<file path="config.mk">
export PLATFORM = sky130hd
export DESIGN_NAME = vga_timing_gen
export DESIGN_NICKNAME = d
export VERILOG_FILES = /design/src/rtl/vga_timing_gen.sv
export SDC_FILE = /design/constraint.sdc
export NUM_CORES = 1
export LEC_CHECK = 0
export ABC_AREA = 1
export BUFFER_PORTS_ARGS = -buffer_cell sky130_fd_sc_hd__buf_4
export CAP_MARGIN = 5
export CORE_ASPECT_RATIO = 1.5
export CORE_MARGIN = 4
export CORE_UTILIZATION = 40
export CTS_CLUSTER_SIZE = 30
export DETAILED_ROUTE_END_ITERATION = 16
export GPL_ROUTABILITY_DRIVEN = 0
export PLACE_DENSITY = 0.58
export SLEW_MARGIN = 40
export SYNTH_ARGS = -nofsm -noshare
export SYNTH_HDL_FRONTEND = slang
export SYNTH_SLANG_ARGS = --single-unit
</file>
<file path="constraint.sdc">
create_clock -name clk -period 1.6 [get_ports clk]
set_input_delay 0.16 -clock clk [delete_from_list [all_inputs] [get_ports clk]]
set_output_delay 0.16 -clock clk [all_outputs]
set_load 0.01 [all_outputs]
</file>
<file path="src/rtl/vga_timing_gen.sv">
// VGA raster timing: pixel-rate tick from a clk divider, X/Y position counters,
// and sync/blanking flags registered together with the counters so they never skew.
`timescale 1ns/1ps

module vga_timing_gen #(
    parameter int unsigned CLK_DIV  = 2,
    parameter int unsigned H_ACTIVE = 640,
    parameter int unsigned H_FP     = 16,
    parameter int unsigned H_SYNC   = 96,
    parameter int unsigned H_BP     = 48,
    parameter int unsigned V_ACTIVE = 480,
    parameter int unsigned V_FP     = 10,
    parameter int unsigned V_SYNC   = 2,
    parameter int unsigned V_BP     = 33
) (
    input  logic       clk,
    input  logic       reset,
    output logic [9:0] CounterX,
    output logic [9:0] CounterY,
    output logic       hsync,
    output logic       vsync,
    output logic       inDisplayArea,
    output logic       pix_tick,
    output logic       frame_start
);

    localparam int unsigned H_TOTAL  = H_ACTIVE + H_FP + H_SYNC + H_BP;
    localparam int unsigned V_TOTAL  = V_ACTIVE + V_FP + V_SYNC + V_BP;
    localparam int unsigned HS_START = H_ACTIVE + H_FP;
    localparam int unsigned HS_END   = H_ACTIVE + H_FP + H_SYNC - 1;
    localparam int unsigned VS_START = V_ACTIVE + V_FP;
    localparam int unsigned VS_END   = V_ACTIVE + V_FP + V_SYNC - 1;
    localparam int unsigned DIV_W    = (CLK_DIV > 1) ? $clog2(CLK_DIV) : 1;

    localparam logic [DIV_W-1:0] DIV_LAST = DIV_W'(CLK_DIV - 1);
    localparam logic [9:0]       H_LAST   = 10'(H_TOTAL - 1);
    localparam logic [9:0]       V_LAST   = 10'(V_TOTAL - 1);

    // Counters are 10 bits wide, so totals beyond 1024 cannot be represented.
    generate
        if (H_TOTAL > 1024 || V_TOTAL > 1024 || CLK_DIV < 1) begin : g_cfg_error
            $error("vga_timing_gen: illegal timing configuration");
        end
    endgenerate

    logic [DIV_W-1:0] div_q, div_d;
    logic [9:0]       x_q, x_d;
    logic [9:0]       y_q, y_d;
    logic             hsync_q, hsync_d;
    logic             vsync_q, vsync_d;
    logic             de_q, de_d;
    logic             pix_tick_q, pix_tick_d;
    logic             frame_start_q, frame_start_d;

    // Next-state: counters and decoded flags move only on the edge that closes a tick cycle.
    always_comb begin
        div_d         = (div_q == DIV_LAST) ? '0 : div_q + DIV_W'(1);
        pix_tick_d    = (div_q == DIV_LAST);
        x_d           = x_q;
        y_d           = y_q;
        hsync_d       = hsync_q;
        vsync_d       = vsync_q;
        de_d          = de_q;
        frame_start_d = 1'b0;

        if (pix_tick_q) begin
            if (x_q == H_LAST) begin
                x_d = '0;
                if (y_q == V_LAST) begin
                    y_d           = '0;
                    frame_start_d = 1'b1;
                end else begin
                    y_d = y_q + 10'd1;
                end
            end else begin
                x_d = x_q + 10'd1;
            end

            hsync_d = !((x_d >= 10'(HS_START)) && (x_d <= 10'(HS_END)));
            vsync_d = !((y_d >= 10'(VS_START)) && (y_d <= 10'(VS_END)));
            de_d    = ({1'b0, x_d} < 11'(H_ACTIVE)) && ({1'b0, y_d} < 11'(V_ACTIVE));
        end
    end

    always_ff @(posedge clk or negedge reset) begin
        if (!reset) begin
            div_q         <= '0;
            x_q           <= '0;
            y_q           <= '0;
            hsync_q       <= 1'b1;
            vsync_q       <= 1'b1;
            de_q          <= 1'b0;
            pix_tick_q    <= 1'b0;
            frame_start_q <= 1'b0;
        end else begin
            div_q         <= div_d;
            x_q           <= x_d;
            y_q           <= y_d;
            hsync_q       <= hsync_d;
            vsync_q       <= vsync_d;
            de_q          <= de_d;
            pix_tick_q    <= pix_tick_d;
            frame_start_q <= frame_start_d;
        end
    end

    assign CounterX      = x_q;
    assign CounterY      = y_q;
    assign hsync         = hsync_q;
    assign vsync         = vsync_q;
    assign inDisplayArea = de_q;
    assign pix_tick      = pix_tick_q;
    assign frame_start   = frame_start_q;

endmodule

</file>
== Yosys cells after proc, flatten, opt, wreduce, memory -nomap -nowiden ==
Index checks and enable logic that the tools add are counted.
Cells by class
  $add $sub $neg: 3
  order comparisons: 6
  equality and inequality tests: 2
  mux-type cells: 9
  reduce and logical (&&, ||, !) cells: 5
Operators by type and width (number)
  10-bit two-way mux: 5
  10-bit by 1-bit adder with 10-bit output (second input constant): 2
  10-bit == test (second input constant): 2
  10-bit greater-or-equal comparator (second input constant): 1
  10-bit by 9-bit greater-or-equal comparator with 1-bit output (second input constant): 1
  10-bit <= comparator (second input constant): 1
  10-bit by 9-bit <= comparator with 1-bit output (second input constant): 1
  10-bit less-than comparator (second input constant): 1
  10-bit by 9-bit less-than comparator with 1-bit output (second input constant): 1
  1-bit two-way mux: 4
  1-bit logical AND: 3
  1-bit zero test: 2
  1-bit adder (second input constant): 1
Word-level totals
  register bits: 26
  input bits: 2
  output and inout port bits: 25
  logic and storage cells: 33

== Logic depth before layout (Yosys ltp) ==
Gate-level depths: netlist of the first run.
  word-level depth: 7
  mapped depth: 13
  mapped depth without buffers: 13

== Least setup slack after synthesis of the first run ==
Ideal clock, no wire load.
  kind: register to register
  start: reg x_q[1], in the netlist CounterX[1]
  end: reg de_q, in the netlist inDisplayArea
  setup time: 0.116 ns
  arrival time: 1.662 ns
  data required time: 1.484 ns
  setup slack: -0.179 ns
  stages on the path, launching flop included: 12
  buffers on the path: 1
  period minus slack after synthesis: 1.779 ns
  cells stage by stage: dfrtp_1 > ha_1 > nand4_4 > nor2_4 > buf_6 > nand2_2 > nand2_1 > nand2_1 > nor2_2 > nand4_1 > nand2_1 > nand2_1
On the way
  word-level cells in the longest chain between the ends: 5
  elaborated cells between the ends (all ways): 9
  classes of those cells: 1 x add/sub; 2 x order compare; 1 x eq/ne; 4 x mux; 1 x reduce/logical
Ends and longest elaborated chain
  start, declared: line 47  | logic [9:0] x_q, x_d;
  start signal, assigned: line 88  | x_q <= '0;
  start signal, assigned: line 97  | x_q <= x_d;
  10-bit by 1-bit adder with 10-bit output or 10-bit == test (tied branches): line 76, 67
  10-bit two-way mux: line 67  | if (x_q == H_LAST) begin
  10-bit two-way mux: line 66  | if (pix_tick_q) begin
  10-bit less-than comparator or 10-bit by 9-bit less-than comparator with 1-bit output (tied branches): line 81  | de_d = ({1'b0, x_d} < 11'(H_ACTIVE)) && ({1'b0, y_d} < 11'(V_ACTIVE));
  1-bit logical AND (*): line 81
  end signal, assigned: line 92  | de_q <= 1'b0;
  end signal, assigned: line 101  | de_q <= de_d;
  end, declared: line 51  | logic de_q, de_d;
Every way passes the cells marked *; elsewhere a longest branch is shown, timed or not. The select of a mux whose other input is x is not followed.
A chain may end at the register's enable or synchronous reset.

== Final worst setup path of the first run ==
  start: reg y_q[1], in the netlist CounterY[1]
  end: reg de_q, in the netlist inDisplayArea
On the way
  word-level cells in the longest chain between the ends: 6
  elaborated cells between the ends (all ways): 7
  classes of those cells: 1 x add/sub; 1 x order compare; 1 x eq/ne; 3 x mux; 1 x reduce/logical
Ends and longest elaborated chain
  start, declared: line 48  | logic [9:0] y_q, y_d;
  start signal, assigned: line 98  | y_q <= y_d;
  10-bit by 1-bit adder with 10-bit output or 10-bit == test (tied branches): line 73, 69
  10-bit two-way mux: line 69  | if (y_q == V_LAST) begin
  10-bit two-way mux (*): line 67
  10-bit two-way mux (*): line 66
  10-bit by 9-bit less-than comparator with 1-bit output (*): line 81
  1-bit logical AND (*): line 81
Marked as above.

==> impl_metrics.tcl, run 1 <==
set metrics [dict create \
    placedCellCount 352 \
    crit_type "flop to flop" \
    worst_setup_path_start_kind "flop" \
    worstSetupEndpointType "flop" \
    ys.warnings.count 0 \
    die_h_um 87.5 \
    fin_tns_setup_ns -0.0483 \
    hold_path.class "primary input to async pin" \
    crit_end "inDisplayArea" \
    wl_um 4890 \
    overflow 0 \
    hpwl_um 3620 \
    die_w_um 61 \
    ys_types 25 \
    async_flop_share 1.00 \
    cts_max_path_buffers 2 \
    path_max_fanout 4 \
    slew_viol_final 0 \
    cp.required_ns 1.81 \
    antenna_found_initial 0 \
    path_depth 13 \
    cts-root-buf "clkbuf_8" \
    grt_start_max_net_pins 27 \
    synth_most_common_cell "nand2_1" \
    startpoint "CounterY[1]" \
    antenna_left 0 \
    synth_flop_cell "dfrtp_1" \
    fin_cells 371 \
    netlist_area_um2 1690 \
    synth_area_leaders "dfrtp_1 36%, nand2_1 18%, o21ai_0 7.4%" \
    ff2ff_path_depth 13 \
    synth_top_family_by_area "simple AND/OR/NAND/NOR gates" \
    yosysTopAreaCell "dfrtp_1" \
    cp.arrival_ns 1.84 \
    initial_utilization 0.422 \
    fp.dieArea_um2 5340 \
    fp-row-count 28 \
    vias 1824 \
    rsz0062_at_grt "yes" \
    grt_pass1_wl_um 8300 \
    synth-edff-count 0 \
    drc_errors 0 \
    path_delay_family "simple AND/OR/NAND/NOR gates" \
    rr_startpoint "CounterY[1]" \
    fin_crit_sh 1.02 \
    yosys.area_share.simple 0.383 \
    grt_usage 0.208 \
    n_antenna_cell 0 \
    hold_violations 0 \
    ir_drop_mv 0.319 \
    clkTransAtPathRegs_ns 0.09 \
    period_minus_slack_ns 1.63 \
    syn_inst 247 \
    ff2ff_setup_slack_ns -0.03 \
    synth_compound_area_frac 0.0965 \
    coreArea_um2 3990 \
    violations "setup timing" \
    area_growth_pct 47.4 \
    worstSkewPairLatency_ns 0.27 \
    cts_tree "yes" \
    first_pass_iters 4 \
    cts_buffers 3 \
    io_pins 27 \
    synth_seq_area_share 0.388 \
    synth.mux.area_fraction 0 \
    clock_skew_ns 0.00776 \
    htree_num_levels 1 \
    fin_total_pwr_mw 1.06 \
    fin_ws_ns -0.0302 \
    slowest_delay_ns 0.43 \
    syn-num-nets 253 \
    relSlewSlack 0.768 \
    tightest_slew_ns 0.349 \
    crit_path_frequent_cell "nand2_1" \
    synth_fa_ha_area_frac 0.0297 \
    fmax_mhz 613 \
    path_buf_inv 3 \
    finalSetupViolCount 3 \
    crit_path_cell_trace "inv_2 > ha_4 > buf_4 > nand2_2 > nor2_2 > nand3_1 > nand2_1 > nand2_1 > nand2_2 > inv_1 > nand4_1 > nand2_1 > nand2_1" \
    max-cap-violations 0 \
    slowest_stage "dfrtp_1" \
    synth.avg_cell_area_um2 6.82 \
    regToRegEndpoint "inDisplayArea" \
    cts_sinks 26 \
    synth_commonest_cells "83 x nand2_1, 31 x inv_1, 25 x o21ai_0, 24 x dfrtp_1, 24 x nor2_1" \
    power.density_nw_per_um2 426 \
    status "finished with violations" \
    drive_gt1_frac 0.387 \
    ys_ff_latch 26 \
    drt_iter0_drc 102 \
    final_nets 333 \
    leakage_nw 1.25 \
    first_global_vias 1826 \
    wl_per_cell_um 13.2 \
    utilization 0.622 \
    viasPerCell 4.92 \
    synth-xor-area-share 0.0156 \
    synth_top_area_frac 0.356 \
    io_buffers 26 \
]
## cells in the final DEF, fill, tap and decap left out, types with 3 or more instances in the layout
master and count:
buf_4 79, nand2_1 74, inv_1 27, o21ai_0 21, dfrtp_1 20, nand3_1 18, nor2_1 17, nand2_2 10
nor2_2 7, nand4_1 7, dfrtp_2 4, inv_2 4, nand3_2 4, o21ai_1 3, clkbuf_8 3
## kinds of logic after synthesis
group / count (synthesis)
buf+inv: 37
compound gates: 31
simple gates: 146
fa+ha+maj: 4
xor+xnor: 3
flops: 26
## timing repair
item,in CTS,in global routing
pin swaps,17,12
hold endpoints to repair,24,0
buffers inserted,11,4
hold buffers,1,0
setup endpoints to repair,9,12
gates resized for setup,21,19
## flip-flops by register name, summed over array words and instances (netlist names)
name           cells
hsync              1
pix_tick           1
vsync              1
CounterX          10
frame_start        1
inDisplayArea      1
div_q              1
CounterY          10
## worst min path at each step
stage	to	slack, ns	cells after the start
final	CounterX[2]	0.33	2
after global routing	CounterY[1]	0.36	2
after CTS	CounterY[1]	0.33	2
after detailed placement	CounterX[2]	0.1	1
after global placement	CounterX[2]	0.1	1
after floorplan	CounterX[0]	-0.14	0
## stage by stage
step           area, um2  hold WS [ns]  worst slack [ns]
5_1_grt             2480         0.355            -0.208
6_report            2480         0.333           -0.0302
3_5_place_dp        2220        0.0979            -0.123
3_3_place_gp        2220        0.0961            -0.105
4_1_cts             2400         0.333          -0.00879
2_1_floorplan       1700        -0.136           0.00481
## worst register-to-register path, stage by stage, from the launching register on
cell and delay [ns]:
dfrtp_1 0.43, inv_2 0.10, ha_4 0.16, buf_4 0.11, nand2_2 0.05, nor2_2 0.11
nand3_1 0.12, nand2_1 0.08, nand2_1 0.05, nand2_2 0.10, inv_1 0.05, nand4_1 0.08
nand2_1 0.06, nand2_1 0.06
## power breakdown
part           switching (mW)  internal [mW]
Combinational          0.0133        0.00325
Sequential                  0          0.657
Clock                   0.207          0.178
Total                   0.221          0.838
## layer usage
| metal | GRT usage | up-vias | part of all wire |
|---|---|---|---|
| met2 | 0.384 | 26 | 0.55 |
| met4 | 0.0848 | 0 | 0.026 |
| met5 | 0 | - | 0 |
| met1 | 0.234 | 843 | 0.39 |
| li1 | - | 945 | - |
| met3 | 0.0223 | 10 | 0.029 |
## cell type report
| type | instances | area (um2) |
|---|---|---|
| Clock buffer | 4 | 45.0 |
| Fill cell | 408 | 1510 |
| Inverter | 31 | 116 |
| Multi-Input combinational cell | 184 | 993 |
| Sequential cell | 26 | 658 |
| Tap cell | 45 | 56.3 |
| Timing Repair Buffer | 81 | 614 |
Note: power is estimated with default switching activity, not from simulation.
==> run 2: changes to the inputs <==
--- a/config.mk
+++ b/config.mk
@@ -14,7 +14,7 @@
 export CTS_CLUSTER_SIZE = 30
 export DETAILED_ROUTE_END_ITERATION = 16
 export GPL_ROUTABILITY_DRIVEN = 0
-export PLACE_DENSITY = 0.58
+export PLACE_DENSITY = 0.7
 export SLEW_MARGIN = 40
 export SYNTH_ARGS = -nofsm -noshare
 export SYNTH_HDL_FRONTEND = slang
==> impl_metrics.tcl, run 2 (same netlist as run 1, synthesis figures left out) <==
set metrics [dict create \
    status "finished with violations" \
    violations "setup timing" \
    area_growth_pct 44.3 \
    slowest_delay_ns 0.40 \
    wl_um 4670 \
    crit_path_cell_trace "ha_4 > nand4_4 > nor2_4 > clkbuf_16 > nand3_1 > nand2_1 > nand2_2 > nor2_1 > nand3_1 > nor2_1 > nor2_1" \
    ff2ff_setup_slack_ns -0.12 \
    drive_gt1_frac 0.343 \
    finalSetupViolCount 4 \
    first_pass_iters 4 \
    most-common-layout-cells "76 x nand2_1, 66 x buf_4, 28 x inv_1" \
    worst_setup_path_start_kind "flop" \
    leakage_nw 1.22 \
    n_antenna_cell 0 \
    utilization 0.609 \
    tightest_slew_ns 0.418 \
    antenna_left 0 \
    die_w_um 61 \
    hold_violations 0 \
    regToRegEndpoint "vsync" \
    cts_tree "yes" \
    path_buf_inv 1 \
    drc_errors 0 \
    vias 1816 \
    die_h_um 87.5 \
    fp.dieArea_um2 5340 \
    path_max_fanout 4 \
    hpwl_um 3480 \
    power.density_nw_per_um2 452 \
    relSlewSlack 0.721 \
    initial_utilization 0.422 \
    cts_max_path_buffers 2 \
    period_minus_slack_ns 1.72 \
    fin_total_pwr_mw 1.10 \
    fin_ws_ns -0.120 \
    rsz0062_at_grt "yes" \
    fin_crit_sh 1.08 \
    fmax_mhz 581 \
    wl_per_cell_um 13.0 \
    cts_sinks 26 \
    clock_skew_ns 0.00986 \
    path_depth 11 \
    cp.arrival_ns 1.93 \
    grt_pass1_wl_um 7790 \
    ir_drop_mv 0.369 \
    crit_type "flop to flop" \
    clkTransAtPathRegs_ns 0.09 \
    io_pins 27 \
    ff2ff_path_depth 11 \
    final_common_cell "nand2_1" \
    drt_iter0_drc 70 \
    worstSkewPairLatency_ns 0.27 \
    coreArea_um2 3990 \
    cp.required_ns 1.81 \
    dp_slack_ns -0.0822 \
    worstSetupEndpointType "flop" \
    slowest_stage "dfrtp_2" \
    cts_buffers 3 \
    first_global_vias 1776 \
    path_delay_family "simple AND/OR/NAND/NOR gates" \
    overflow 0 \
    max-cap-violations 0 \
    rr_startpoint "CounterX[0]" \
    htree_num_levels 1 \
    hold_path.class "primary input to async pin" \
    crit_path_frequent_cell "nor2_1" \
    viasPerCell 5.04 \
    antenna_found_initial 0 \
    final_nets 322 \
    cts-root-buf "clkbuf_8" \
    slew_viol_final 0 \
    io_buffers 26 \
    grt_usage 0.191 \
    fin_tns_setup_ns -0.265 \
    fp-row-count 28 \
    grt_start_max_net_pins 27 \
]
## run 2: stage by stage
stage / instances / instance area, um2 / hold slack (ns)
after floorplan: 247 / 1700 / -0.136
after global placement: 347 / 2200 / 0.0883
after detailed placement: 347 / 2200 / 0.0885
after CTS: 355 / 2290 / 0.333
after global routing: 360 / 2430 / 0.357
final: 360 / 2430 / 0.321
## run 2: per-layer routing
metal  vias up  wire length [um]  global-route usage
met5         -                 0                   0
met4         0               170              0.0828
li1        928                 -                   -
met2        45              2470               0.351
met3        16               158              0.0178
met1       827              1870               0.214
## run 2: what timing repair did
item / 4_1_cts / 5_1_grt
pin swaps: 1 / 9
endpoints found under the setup margin: 4 / 11
cloned: 0 / 2
gates resized for setup: 3 / 29
setup buffers: 3 / 4
hold endpoints to repair: 24 / 0
hold buffers: 1 / 0
## run 2: worst max path at each step
stage                start            end
2_1_floorplan  CounterX[1]  inDisplayArea
4_1_cts        CounterY[0]          vsync
3_5_place_dp   CounterY[1]          vsync
5_1_grt        CounterY[2]          vsync
6_report       CounterX[0]          vsync
3_3_place_gp   CounterY[0]          vsync
## run 2: where the power goes
part / total (mW) / internal (mW) / switching (mW) / leakage, nW
clock network: 0.426 / 0.220 / 0.206 / 0.0288
logic: 0.0158 / 0.00325 / 0.0126 / 0.861
registers: 0.657 / 0.657 / 0 / 0.332
## run 2: area by class of cell
type / count / area [um2]
clock buffers: 4 / 55.1
fillers: 381 / 1560
inverters: 31 / 116
multi-input cells: 184 / 972
flip-flops and latches: 26 / 657
well taps: 45 / 56.3
repair buffers: 70 / 576
